==> config.mk <==
export PLATFORM = sky130hd
export DESIGN_NAME = scan_mem_arbiter_flat
export DESIGN_NICKNAME = d
export VERILOG_FILES = /design/src/rtl/scan_mem_arbiter_if.sv /design/src/rtl/scan_mem_arbiter.sv /design/src/flat_wrapper.sv
export SDC_FILE = /design/constraint.sdc
export NUM_CORES = 1
export LEC_CHECK = 0
export ABC_AREA = 1
export BUFFER_PORTS_ARGS = -buffer_cell sky130_fd_sc_hd__buf_4
export CORE_ASPECT_RATIO = 1.4
export CORE_MARGIN = 2
export CORE_UTILIZATION = 39
export CTS_BUF_LIST = sky130_fd_sc_hd__clkbuf_8 sky130_fd_sc_hd__clkbuf_16
export CTS_CLUSTER_DIAMETER = 200
export DETAILED_ROUTE_END_ITERATION = 12
export PLACE_DENSITY = 0.76
export SYNTH_ARGS = -nofsm -noshare
export SYNTH_HDL_FRONTEND = slang
export SYNTH_SLANG_ARGS = --single-unit
==> constraint.sdc <==
create_clock -name scan_clk -period 1.3 [get_ports scan_clk]
set_input_delay 0.26 -clock scan_clk [delete_from_list [all_inputs] [get_ports scan_clk]]
set_output_delay 0.26 -clock scan_clk [all_outputs]
set_load 0.02 [all_outputs]
==> src/rtl/scan_mem_arbiter_if.sv <==
// Bus bundle between the scan-memory arbiter and its surroundings: the
// scan loader, the accelerator read port, the SRAM macro and the load
// status outputs. The slave modport is the arbiter's view; master is the
// environment's view.
// Optional: SCAN_MEM_CHECKSUM_EN adds the load_csum status signal.
interface scan_mem_arbiter_if #(
  parameter int ADDR_W = 9,
  parameter int DATA_W = 32
);
  logic              scan_enable;
  logic              ld_sel_n;
  logic [ADDR_W-1:0] ld_addr;
  logic [DATA_W-1:0] ld_data;
  logic              acc_req;
  logic [ADDR_W-1:0] acc_addr;
  logic              acc_gnt;
  logic              acc_rvalid;
  logic [DATA_W-1:0] acc_rdata;
  logic              mem_cen;
  logic              mem_wen;
  logic [ADDR_W-1:0] mem_addr;
  logic [DATA_W-1:0] mem_wdata;
  logic [DATA_W-1:0] mem_rdata;
  logic              load_done;
  logic [ADDR_W:0]   word_count;
  logic              overrun;
`ifdef SCAN_MEM_CHECKSUM_EN
  logic [DATA_W-1:0] load_csum;
`endif

  modport slave (
    input  scan_enable, ld_sel_n, ld_addr, ld_data,
    input  acc_req, acc_addr, mem_rdata,
    output acc_gnt, acc_rvalid, acc_rdata,
    output mem_cen, mem_wen, mem_addr, mem_wdata,
    output load_done, word_count, overrun
`ifdef SCAN_MEM_CHECKSUM_EN
    , output load_csum
`endif
  );

  modport master (
    output scan_enable, ld_sel_n, ld_addr, ld_data,
    output acc_req, acc_addr, mem_rdata,
    input  acc_gnt, acc_rvalid, acc_rdata,
    input  mem_cen, mem_wen, mem_addr, mem_wdata,
    input  load_done, word_count, overrun
`ifdef SCAN_MEM_CHECKSUM_EN
    , input load_csum
`endif
  );
endinterface

==> src/rtl/scan_mem_arbiter.sv <==
// scan_mem_arbiter: owns the single-port weight/feature SRAM. The scan
// loader writes it during the LOAD phase; the accelerator may read it only
// in RUN, i.e. after a complete load of EXPECTED_WORDS words. Because the
// two requesters are active in disjoint phases, no cycle ever has both a
// write and a read candidate.
// Optional: define SCAN_MEM_CHECKSUM_EN to add load_csum, the XOR of all
// words accepted in the current load.
module scan_mem_arbiter #(
  parameter int ADDR_W         = 9,
  parameter int DATA_W         = 32,
  parameter int EXPECTED_WORDS = 512
) (
  input  logic              scan_clk,
  input  logic              reset,
  scan_mem_arbiter_if.slave bus
);

  localparam logic [ADDR_W:0] EXP_CNT = (ADDR_W+1)'(EXPECTED_WORDS);

  typedef enum logic [1:0] {
    IDLE = 2'd0,
    LOAD = 2'd1,
    RUN  = 2'd2
  } phase_t;

  phase_t            state_q;
  phase_t            state_d;
  logic              enter_load;
  logic              enter_run;

  logic [ADDR_W:0]   cnt_q;
  logic              done_q;
  logic              ovr_q;
  logic              rd_vld_p1;
  logic [ADDR_W-1:0] addr_q;
  logic [DATA_W-1:0] wdata_q;

  logic              strobe;
  logic              wr_acc;
  logic              wr_ovr;
  logic              rd_gnt;
  logic [ADDR_W-1:0] addr_d;
  logic [DATA_W-1:0] wdata_d;

  // Word counter never passes the expected load size.
  function automatic logic [ADDR_W:0] sat_inc(input logic [ADDR_W:0] c);
    return (c < EXP_CNT) ? c + (ADDR_W+1)'(1) : c;
  endfunction

  // Phase register.
  always_ff @(posedge scan_clk) begin
    if (reset) state_q <= IDLE;
    else       state_q <= state_d;
  end

  // Phase transitions; a new load starts from IDLE or as a reload from RUN.
  always_comb begin
    state_d    = state_q;
    enter_load = 1'b0;
    enter_run  = 1'b0;
    case (state_q)
      IDLE: begin
        if (bus.scan_enable) begin
          state_d    = LOAD;
          enter_load = 1'b1;
        end
      end
      LOAD: begin
        if (!bus.scan_enable) begin
          if (cnt_q == EXP_CNT) begin
            state_d   = RUN;
            enter_run = 1'b1;
          end else begin
            state_d = IDLE;
          end
        end
      end
      RUN: begin
        if (bus.scan_enable) begin
          state_d    = LOAD;
          enter_load = 1'b1;
        end
      end
      default: state_d = IDLE;
    endcase
  end

  // Access decode: the loader strobe is only trusted while scan_enable is
  // high in LOAD; nothing reaches the SRAM while reset is asserted.
  always_comb begin
    strobe  = !reset && (state_q == LOAD) && bus.scan_enable && !bus.ld_sel_n;
    wr_acc  = strobe && (cnt_q < EXP_CNT);
    wr_ovr  = strobe && !(cnt_q < EXP_CNT);
    rd_gnt  = !reset && (state_q == RUN) && bus.acc_req;
    addr_d  = addr_q;
    wdata_d = wdata_q;
    if (wr_acc) begin
      addr_d  = bus.ld_addr;
      wdata_d = bus.ld_data;
    end else if (rd_gnt) begin
      addr_d  = bus.acc_addr;
    end
  end

  assign bus.mem_cen    = !(wr_acc || rd_gnt);
  assign bus.mem_wen    = !wr_acc;
  assign bus.mem_addr   = addr_d;
  assign bus.mem_wdata  = wdata_d;
  assign bus.acc_gnt    = rd_gnt;
  assign bus.acc_rvalid = rd_vld_p1;
  assign bus.acc_rdata  = bus.mem_rdata;
  assign bus.load_done  = done_q;
  assign bus.word_count = cnt_q;
  assign bus.overrun    = ovr_q;

  // Load status: counter, completion flag and sticky overrun.
  always_ff @(posedge scan_clk) begin
    if (reset) begin
      cnt_q  <= '0;
      done_q <= 1'b0;
      ovr_q  <= 1'b0;
    end else if (enter_load) begin
      cnt_q  <= '0;
      done_q <= 1'b0;
      ovr_q  <= 1'b0;
    end else begin
      if (wr_acc)    cnt_q  <= sat_inc(cnt_q);
      if (wr_ovr)    ovr_q  <= 1'b1;
      if (enter_run) done_q <= 1'b1;
    end
  end

  // ---- stage p0 -> p1: SRAM read latency, rvalid follows the grant ----
  // Read-valid pipeline; reset cancels a pending response.
  always_ff @(posedge scan_clk) begin
    if (reset) rd_vld_p1 <= 1'b0;
    else       rd_vld_p1 <= rd_gnt;
  end

  // Address/data hold registers so idle cycles keep the last bus values.
  always_ff @(posedge scan_clk) begin
    if (reset) begin
      addr_q  <= '0;
      wdata_q <= '0;
    end else begin
      if (wr_acc || rd_gnt) addr_q  <= addr_d;
      if (wr_acc)           wdata_q <= bus.ld_data;
    end
  end

`ifdef SCAN_MEM_CHECKSUM_EN
  logic [DATA_W-1:0] csum_q;

  // Running XOR of accepted words; suppressed overrun writes are excluded.
  always_ff @(posedge scan_clk) begin
    if (reset || enter_load) csum_q <= '0;
    else if (wr_acc)         csum_q <= csum_q ^ bus.ld_data;
  end

  assign bus.load_csum = csum_q;
`endif

endmodule

==> src/flat_wrapper.sv <==
// flat-port wrapper written by rule: the top's interface ports become plain ports
module scan_mem_arbiter_flat 
#(
  parameter int ADDR_W         = 9,
  parameter int DATA_W         = 32,
  parameter int EXPECTED_WORDS = 512
)
  (scan_clk, reset, bus_scan_enable, bus_ld_sel_n, bus_ld_addr, bus_ld_data, bus_acc_req, bus_acc_addr, bus_mem_rdata, bus_acc_gnt, bus_acc_rvalid, bus_acc_rdata, bus_mem_cen, bus_mem_wen, bus_mem_addr, bus_mem_wdata, bus_load_done, bus_word_count, bus_overrun);
  scan_mem_arbiter_if #(.ADDR_W(ADDR_W), .DATA_W(DATA_W)) bus_i ();
  input  logic scan_clk;
  input  logic reset;
  input wire logic [$bits(bus_i.scan_enable)-1:0] bus_scan_enable;
  input wire logic [$bits(bus_i.ld_sel_n)-1:0] bus_ld_sel_n;
  input wire logic [$bits(bus_i.ld_addr)-1:0] bus_ld_addr;
  input wire logic [$bits(bus_i.ld_data)-1:0] bus_ld_data;
  input wire logic [$bits(bus_i.acc_req)-1:0] bus_acc_req;
  input wire logic [$bits(bus_i.acc_addr)-1:0] bus_acc_addr;
  input wire logic [$bits(bus_i.mem_rdata)-1:0] bus_mem_rdata;
  output wire logic [$bits(bus_i.acc_gnt)-1:0] bus_acc_gnt;
  output wire logic [$bits(bus_i.acc_rvalid)-1:0] bus_acc_rvalid;
  output wire logic [$bits(bus_i.acc_rdata)-1:0] bus_acc_rdata;
  output wire logic [$bits(bus_i.mem_cen)-1:0] bus_mem_cen;
  output wire logic [$bits(bus_i.mem_wen)-1:0] bus_mem_wen;
  output wire logic [$bits(bus_i.mem_addr)-1:0] bus_mem_addr;
  output wire logic [$bits(bus_i.mem_wdata)-1:0] bus_mem_wdata;
  output wire logic [$bits(bus_i.load_done)-1:0] bus_load_done;
  output wire logic [$bits(bus_i.word_count)-1:0] bus_word_count;
  output wire logic [$bits(bus_i.overrun)-1:0] bus_overrun;
  assign bus_i.scan_enable = bus_scan_enable;
  assign bus_i.ld_sel_n = bus_ld_sel_n;
  assign bus_i.ld_addr = bus_ld_addr;
  assign bus_i.ld_data = bus_ld_data;
  assign bus_i.acc_req = bus_acc_req;
  assign bus_i.acc_addr = bus_acc_addr;
  assign bus_i.mem_rdata = bus_mem_rdata;
  assign bus_acc_gnt = bus_i.acc_gnt;
  assign bus_acc_rvalid = bus_i.acc_rvalid;
  assign bus_acc_rdata = bus_i.acc_rdata;
  assign bus_mem_cen = bus_i.mem_cen;
  assign bus_mem_wen = bus_i.mem_wen;
  assign bus_mem_addr = bus_i.mem_addr;
  assign bus_mem_wdata = bus_i.mem_wdata;
  assign bus_load_done = bus_i.load_done;
  assign bus_word_count = bus_i.word_count;
  assign bus_overrun = bus_i.overrun;
  scan_mem_arbiter #(.ADDR_W(ADDR_W), .DATA_W(DATA_W), .EXPECTED_WORDS(EXPECTED_WORDS)) u_core (.scan_clk(scan_clk), .reset(reset), .bus(bus_i));
endmodule
==> flow_summary_export.csv, run 1 <==
group,metric,value,unit
outcome,status,"finished with violations",
outcome,violations,"negative setup slack",
route,routed-wl-met3,450,um
synthesis,syn-cell-area,2920,um2
worst_setup_path,crit_type,"reg -> out",
sta,clock.fmax,0.518,GHz
floorplan,die_w,77.1,um
sta,rsz0062_at_grt,"true",
clock_network,h-tree-depth,2,
place,pre_cts_slack,-0.347,ns
sta,hold_violations,0,
clock_network,cts_tree,"built",
sta,tightest_slew,0.378,ns
worst_setup_path,critPathArrivalTime,1.67,ns
synthesis,yosysUniqueCellTypes,25,
route,drt_first_pass_iters,4,
floorplan,dieArea,8200,um2
sta,finalSetupTns,-35.02,ns
sta,finClkSkew,0.0119,ns
power_and_ir_drop,p_leak,2.57,nW
worst_setup_path,endpoint_kind,"output pin",
floorplan,rows,37,
power_and_ir_drop,swShare,26.4,%
clock_network,cts_buffers,5,
clock_network,insertion_delay,0.31,ns
floorplan,dieHeight,106,um
route,drc,0,
power_and_ir_drop,pwr-share-clk,26.7,%
final_layout,nNetsFinal,678,
worst_setup_path,critPathSlowestCell,"dfxtp_4",
worst_setup_path,required,1.04,ns
floorplan,ioPinCount,176,
final_layout,syn2layout_area_growth,67.3,%
floorplan,start_util,39.9,%
worst_setup_path,start_kind,"flop",
sta,maxSlewHeadroom,74.8,%
worst_hold_path,min-delay-start,"bus_scan_enable",
global_route,track_usage,20.1,%
route,drtIter0Drc,88,
power_and_ir_drop,seqPwrFrac,52.5,%
place,place_congestion,0.891,
global_route,overflow,0,
synthesis,synth-seq-cells,56,
sta,slew_violations,0,
power_and_ir_drop,power_density,684,nW/um2
route,met1_length,3070,um
flow_run,drv_cap,0,
route,totalWireLength,9460,um
sta,setup_violations,95,
synthesis,synthCells,439,
worst_setup_path,rrSetupSlack,-0.60,ns
synthesis,synth_seq_area_share,38.4,%
clock_network,cts_sinks,56,
synthesis,synth.avg_cell_area,6.64,um2
final_layout,antenna_cells,0,
synthesis,yosysWarnings,0,
route,routed_via_density,4.65,
worst_setup_path,cp_top_family,"simple AND/OR/NAND/NOR gates",
power_and_ir_drop,pwr-share-comb,20.8,%
global_route,grt_max_degree,35,
final_layout,fillers,598,
worst_setup_path,startpoint,"u_core.state_q[1]",
clock_network,clock_path_buffers,2,
power_and_ir_drop,switchingPower,880,uW
worst_setup_path,critPathMaxStageDelay,0.38,ns
global_route,grt_first_pass_wirelength,13400,um
sta,fin_ws,-0.630,ns
route,avgRoutedWirePerCell,13.8,um
clock_network,cts_root_buf,"clkbuf_8",
clock_network,cts_hold_buf,0,
route,highest_layer,"met4",
route,num_vias,3190,
place,hpwl,5780,um
clock_network,clkTransAtPathRegs,0.09,ns
synthesis,syn_nets,528,
global_route,first_global_vias,3034,
sta,fin_crit,1.93,ns
power_and_ir_drop,vdd_drop_max,0.494,mV
route,wl_met2,5480,um
global_route,antenna_found_initial,0,
worst_hold_path,worstHoldPathType,"in -> reg",
worst_setup_path,worst-path-buf-inv,4,
sta,min_period_over_period,148,%
route,ant_nets,0,
worst_setup_path,worstPathCellList,"inv_4 -> nand3_4 -> nor3_4 -> buf_4 -> nand2_2 -> o21ai_4 -> inv_2 -> buf_6",
place,port-buffer-count,111,
power_and_ir_drop,p_int,2.46,mW
worst_setup_path,r2r-start,"u_core.state_q[1]",
worst_setup_path,path_max_fanout,5,
final_layout,drive_above_1_share,56.7,%
floorplan,core,7310,um2
==> worst min-delay path: cells and delay by family <==
family	cells	cell delay, ns
buffers and inverters	1	0.13
AOI/OAI and AO/OA	1	0.05
and+or+nand+nor	1	0.10
==> flip-flops by register name (all words and copies together) (netlist names) <==
register / cells
u_core.addr_q: 9
u_core.bus.load_done: 1
u_core.bus.acc_rvalid: 1
u_core.bus.word_count: 10
u_core.bus.overrun: 1
u_core.state_q: 2
u_core.wdata_q: 32
==> cell usage in the layout, fill, tap and decap left out, drive strengths merged, types with 5 or more instances in the layout <==
cell,synthesis,final
buf,45,192
inv,108,109
nand2,88,88
dfxtp,56,56
nor2,52,52
o21ai,51,51
a21oi,14,14
nand3,7,7
clkbuf,5,6
nor3,5,5
==> cells in the mapped netlist <==
master / instances / share of area, %
nand3_1: 6 / 1.0
nor2_1: 51 / 6.6
dfxtp_1: 56 / 38
xor2_1: 2 / 0.60
nand2_2: 1 / 0.21
nand3_2: 1 / 0.34
xnor2_1: 1 / 0.30
inv_2: 1 / 0.13
nor3_2: 1 / 0.34
nand2_4: 1 / 0.39
nor3_1: 4 / 0.69
ha_1: 2 / 0.86
buf_6: 9 / 3.5
clkbuf_1: 5 / 0.64
inv_1: 107 / 14
nand3b_1: 1 / 0.26
nor2_4: 1 / 0.39
nand2_1: 86 / 11
a21oi_1: 14 / 2.4
o21ai_0: 20 / 3.4
buf_4: 33 / 8.5
clkinv_1: 1 / 0.13
buf_2: 3 / 0.51
o21ai_1: 31 / 5.3
nand4_1: 1 / 0.21
==> final timing paths <==
kind / endpoint / cells after the start
setup / recovery: bus_mem_addr[6] / 8
hold / removal: u_core.state_q[0] / 3
setup reg to reg: u_core.bus.word_count[5] / 13
hold reg to reg: u_core.bus.load_done / 2
==> power groups by stage <==
stage               registers (mW)  logic (mW)  clock network [mW]
floorplan                     1.79       0.394                   0
global placement              1.79       0.564                   0
detailed placement            1.79       0.577                   0
CTS                           1.75       0.637               0.911
global route                  1.75       0.743               0.969
finish                        1.75       0.696               0.890
==> cells by family (layout without fill, tap and decap cells) <==
group / Yosys count / count (layout) / synth area share, %
buffers and inverters: 159 / 309 / 27.2
xor gates and xnor gates: 3 / 3 / 0.901
AOI/OAI and AO/OA: 65 / 65 / 11.2
DFF: 56 / 56 / 38.4
and+or+nand+nor: 154 / 154 / 21.5
adders and majority gates: 2 / 2 / 0.858
==> routing by layer <==
| layer | track usage [%] | vias up |
|---|---|---|
| met5 | 0 | - |
| met4 | 10.6 | 0 |
| met3 | 2.97 | 40 |
| met2 | 40.2 | 117 |
| met1 | 19.4 | 1482 |
| li1 | - | 1551 |
==> per-stage QoR <==
| stage | std cells | hold WS [ns] | power [mW] | cell area [um2] | utilization (%) |
|---|---|---|---|---|---|
| 2_1_floorplan | 439 | 0.396 | 2.19 | 3090 | - |
| 3_3_place_gp | 657 | 0.447 | 2.36 | 4150 | 56.8 |
| 3_5_place_dp | 657 | 0.452 | 2.37 | 4150 | 56.8 |
| 4_1_cts | 680 | 0.249 | 3.30 | 4590 | 62.7 |
| 5_1_grt | 686 | 0.281 | 3.47 | 4880 | 66.7 |
| 6_report | 686 | 0.265 | 3.34 | 4880 | 66.7 |
==> cell type report <==
class                           count  area [um2]  area share (%)
Timing Repair Buffer              193        1700            34.9
Multi-Input combinational cell    224        1430            29.3
Sequential cell                    56        1130            23.2
Inverter                          109         417            8.54
Tap cell                           97         121            2.49
Clock buffer                        5        68.8            1.41
Clock inverter                      2        8.76           0.179
==> timing repair <==
item	CTS	global route
pin swaps	2	11
gates cloned	4	2
gates resized for setup	42	71
endpoints found under the setup margin	84	98
setup buffers	13	6
No activity file was read; power rests on OpenSTA's default activity.
==> run 2, diff against run 1 <==
CORE_MARGIN = not set   (was 2)
REMOVE_ABC_BUFFERS = 1   (was not set)
==> flow_summary_export.csv, run 2 (synthesis results as in run 1) <==
group,metric,value,unit
floorplan,dieHeight,104,um
route,drtIter0Drc,87,
place,hpwl,6370,um
global_route,first_global_vias,2756,
worst_hold_path,min-delay-start,"bus_scan_enable",
worst_setup_path,crit_type,"reg -> out",
worst_setup_path,rrSetupSlack,-0.31,ns
outcome,violations,"negative setup slack",
clock_network,cts_sinks,56,
final_layout,multiInputGateArea,1400,um2
clock_network,h-tree-depth,2,
sta,finClkSkew,0.00659,ns
sta,setup_violations,93,
clock_network,cts_buffers,5,
sta,finalSetupTns,-28.06,ns
clock_network,clkTransAtPathRegs,0.09,ns
place,place_area,3950,um2
floorplan,dieArea,7830,um2
final_layout,design_area,4880,um2
global_route,overflow,0,
final_layout,seqCellArea,1130,um2
final_layout,fillers,571,
route,totalWireLength,9900,um
global_route,antenna_found_initial,0,
route,avgRoutedWirePerCell,14.5,um
power_and_ir_drop,vdd_drop_max,0.430,mV
final_layout,largest_reg_flops,32,
sta,fin_ws,-0.642,ns
route,drc,0,
worst_setup_path,r2r_cells,11,
clock_network,clock_path_buffers,2,
route,drt_first_pass_iters,4,
clock_network,insertion_delay,0.31,ns
sta,slew_violations,0,
floorplan,start_util,41.0,%
floorplan,rows,36,
worst_setup_path,worstPathCellList,"inv_2 -> nand3_4 -> nor2_4 -> nand2_4 -> buf_16 -> o21ai_2 -> inv_1 -> buf_4",
sta,maxSlewHeadroom,78.3,%
clock_network,cts_root_buf,"clkbuf_8",
floorplan,ioPinCount,176,
final_layout,nNetsFinal,678,
worst_setup_path,required,1.04,ns
sta,fin_crit,1.94,ns
power_and_ir_drop,power_density,676,nW/um2
clock_network,cts_hold_buf,0,
final_layout,syn2layout_area_growth,67.2,%
route,num_vias,3188,
final_layout,drive_above_1_share,51.6,%
floorplan,die_w,75.1,um
route,ant_nets,0,
floorplan,core,7120,um2
power_and_ir_drop,p_leak,2.74,nW
final_layout,regMostFlops,"u_core.wdata_q",
worst_setup_path,start_kind,"flop",
sta,rsz0062_at_grt,"true",
sta,clock.fmax,0.515,GHz
final_layout,final_common_cell,"buf_4",
worst_hold_path,worstHoldEndpoint,"u_core.state_q[0]",
worst_setup_path,path_max_fanout,14,
route,routed_via_density,4.66,
worst_setup_path,endpoint_kind,"output pin",
flow_run,drv_cap,0,
worst_setup_path,critPathSlowestCell,"dfxtp_2",
place,place_congestion,0.805,
worst_setup_path,critPathArrivalTime,1.68,ns
final_layout,antenna_cells,0,
place,port-buffer-count,111,
worst_setup_path,critPathMaxStageDelay,0.34,ns
final_layout,final_cell_mix,"buf_4, inv_1, nand2_1",
worst_setup_path,worst-path-buf-inv,4,
clock_network,cts_tree,"built",
global_route,grt_max_degree,30,
sta,tightest_slew,0.323,ns
worst_hold_path,whs_path_depth,3,
worst_setup_path,r2r-start,"u_core.state_q[1]",
worst_setup_path,cp_top_family,"buffers and inverters",
worst_setup_path,worstReg2RegEnd,"u_core.addr_q[7]",
sta,min_period_over_period,149,%
global_route,grt_first_pass_wirelength,13300,um
power_and_ir_drop,total_power,3.30,mW
global_route,track_usage,22.9,%
worst_hold_path,worstHoldPathType,"in -> reg",
outcome,status,"finished with violations",
sta,hold_violations,0,
run 2: cell count changes in the layout (fill, tap and decap cells not counted), sizes merged:
| cell | delta |
|---|---|
| clkinv | -1 |
| clkbuf | +2 |
| buf | -2 |
| inv | +1 |
run 2: repair_timing:
| item | 4_1_cts | 5_1_grt |
|---|---|---|
| endpoints found under the setup margin | 92 | 102 |
| setup buffers | 15 | 9 |
| resized for setup | 83 | 100 |
| pin swaps | 5 | 22 |
| cloned | 3 | 3 |
run 2: cell type report:
class                      instances  share of cell area (%)
clock buffer                       5                    1.41
clock inverter                     2                   0.180
inverter                         109                    8.39
multi-input combinational        224                    28.7
sequential                        56                    23.2
tap                               95                    2.44
timing repair buffer             193                    35.6
run 2: worst max path at each step:
stage,to,cells after the start,start
6_report,bus_mem_wdata[29],8,u_core.state_q[1]
4_1_cts,bus_mem_addr[8],8,u_core.state_q[1]
3_5_place_dp,bus_mem_addr[8],9,reset
3_3_place_gp,bus_mem_addr[7],9,reset
5_1_grt,bus_mem_wdata[29],8,u_core.state_q[1]
2_1_floorplan,bus_mem_wdata[1],5,u_core.state_q[0]
run 2: per-layer routing:
metal / part of all wire [%] / global-route usage [%]
met4: 2.9 / 8.36
met2: 51 / 37.6
met3: 12 / 11.7
met1: 34 / 23.9
met5: 0.55 / 5.93
run 2: through the flow:
step                      hold WS (ns)  utilization [%]  cells  setup slack [ns]
after detailed placement         0.445             55.5    655            -0.391
after global placement           0.442             55.5    655            -0.380
after CTS                        0.217             62.6    680            -0.618
after global routing             0.252             68.5    684            -0.744
final                            0.257             68.5    684            -0.642
after floorplan                  0.329                -    389            -0.707
run 2: report_power, final:
part           leakage [nW]  switching (mW)  internal, mW  total (mW)
combinational          2.23           0.316         0.343       0.660
clock                0.0452           0.525         0.360       0.884
sequential            0.456          0.0109          1.74        1.75
run 2: worst min-delay path, stage by stage:
cell     delay [ns]
buf_4          0.13
nand2_4        0.09
a21oi_1        0.05
==> run 3, diff against run 2 <==
CTS_BUF_LIST = sky130_fd_sc_hd__clkbuf_4 sky130_fd_sc_hd__clkbuf_8 sky130_fd_sc_hd__clkbuf_16   (was sky130_fd_sc_hd__clkbuf_8 sky130_fd_sc_hd__clkbuf_16)
==> flow_summary_export.csv, run 3 (synthesis results as in run 1) <==
group,metric,value,unit
power_and_ir_drop,vdd_drop_max,0.430,mV
final_layout,antenna_cells,0,
clock_network,cts_hold_buf,0,
final_layout,postLayoutCoreUtil,68.6,%
floorplan,dieHeight,104,um
route,drc,0,
sta,maxSlewHeadroom,78.3,%
worst_setup_path,critPathSlowestCell,"dfxtp_2",
route,num_vias,3188,
final_layout,nNetsFinal,678,
worst_setup_path,crit_type,"reg -> out",
sta,finClkSkew,0.00679,ns
global_route,overflow,0,
floorplan,start_util,41.0,%
clock_network,cts_root_buf,"clkbuf_8",
route,routed_via_density,4.66,
floorplan,rows,36,
sta,slew_violations,0,
sta,min_period_over_period,149,%
final_layout,final_cell_mix,"buf_4, inv_1, nand2_1",
final_layout,syn2layout_area_growth,67.3,%
floorplan,die_w,75.1,um
power_and_ir_drop,total_power,3.33,mW
clock_network,clock_path_buffers,2,
global_route,first_global_vias,2756,
power_and_ir_drop,p_leak,2.73,nW
worst_setup_path,path_max_fanout,14,
sta,tightest_slew,0.323,ns
sta,whs,0.257,ns
sta,clock.fmax,0.515,GHz
route,totalWireLength,9900,um
final_layout,seqCellArea,1130,um2
global_route,antenna_found_initial,0,
place,place_congestion,0.805,
floorplan,core,7120,um2
clock_network,cts_sinks,56,
worst_setup_path,required,1.04,ns
final_layout,drive_above_1_share,51.8,%
sta,fin_ws,-0.642,ns
clock_network,clkTransAtPathRegs,0.09,ns
final_layout,multiInputGateArea,1400,um2
worst_hold_path,worstHoldPathType,"in -> reg",
clock_network,h-tree-depth,2,
final_layout,final_common_cell,"buf_4",
worst_setup_path,worstPathCellList,"inv_2 -> nand3_4 -> nor2_4 -> nand2_4 -> buf_16 -> o21ai_2 -> inv_1 -> buf_4",
floorplan,ioPinCount,176,
place,pre_cts_slack,-0.391,ns
clock_network,cts_tree,"built",
sta,rsz0062_at_grt,"true",
worst_setup_path,endpoint_kind,"output pin",
worst_setup_path,critPathArrivalTime,1.68,ns
power_and_ir_drop,power_density,682,nW/um2
place,port-buffer-count,111,
floorplan,dieArea,7830,um2
global_route,grt_max_degree,30,
outcome,violations,"negative setup slack",
final_layout,fillers,570,
worst_setup_path,critPathMaxStageDelay,0.34,ns
clock_network,insertion_delay,0.31,ns
route,drt_first_pass_iters,4,
final_layout,regMostFlops,"u_core.wdata_q",
sta,fin_crit,1.94,ns
clock_network,cts_buffers,5,
global_route,track_usage,22.9,%
route,ant_nets,0,
global_route,grt_first_pass_wirelength,13300,um
route,drtIter0Drc,87,
outcome,status,"finished with violations",
sta,setup_violations,93,
place,hpwl,6370,um
sta,hold_violations,0,
worst_setup_path,start_kind,"flop",
final_layout,largest_reg_flops,32,
flow_run,drv_cap,0,
sta,finalSetupTns,-28.06,ns
route,avgRoutedWirePerCell,14.5,um
run 3: changes by cell type in the layout (fill, tap and decap cells not counted), sizes merged:
cell | previous run | this run
clkbuf | 8 | 9
inv | 110 | 109
run 3: stage by stage:
stage	area, um2	instances
3_3_place_gp	3950	655
2_1_floorplan	2530	389
6_report	4880	684
5_1_grt	4880	684
3_5_place_dp	3950	655
4_1_cts	4460	680
run 3: final timing paths:
kind,start,slack [ns],depth (start not counted),endpoint
max,u_core.state_q[1],-0.64,8,bus_mem_wdata[29]
min,bus_scan_enable,0.26,3,u_core.state_q[0]
max reg2reg,u_core.state_q[1],-0.31,11,u_core.addr_q[7]
min reg2reg,u_core.bus.load_done,0.45,2,u_core.bus.load_done
run 3: critical path: cells and delay by family, from the launching register on:
kind | cells | cell delay, ns
compound gates | 1 | 0.18
buf+inv | 4 | 0.50
flops | 1 | 0.34
simple gates | 3 | 0.34
run 3: metal layers:
metal | global-route usage (%) | routed length, um | up-vias | part of all wire, %
met2 | 37.6 | 5020 | 147 | 51
met5 | 5.93 | 54 | - | 0.55
met4 | 8.36 | 288 | 2 | 2.9
met3 | 11.7 | 1180 | 28 | 12
met1 | 23.9 | 3360 | 1455 | 34
li1 | - | - | 1556 | -
run 3: final cells by class:
type / count / area share (%)
clock buffers: 6 / 1.56
clock inverters: 1 / 0.103
inverters: 109 / 8.38
multi-input cells: 224 / 28.7
flip-flops and latches: 56 / 23.2
well taps: 95 / 2.44
repair buffers: 193 / 35.6
run 3: power by group:
group          internal [mW]  switching (mW)  leakage (nW)  total, mW
combinational          0.343           0.316          2.23      0.660
sequential              1.74          0.0109         0.456       1.75
clock                  0.389           0.524        0.0445      0.913
total                   2.47           0.851          2.73       3.33
run 3: repair_timing:
action	CTS	global route
gates resized for setup	83	100
pin swaps	5	22
setup buffers	15	9
endpoints found under the setup margin	92	102
gates cloned	3	3
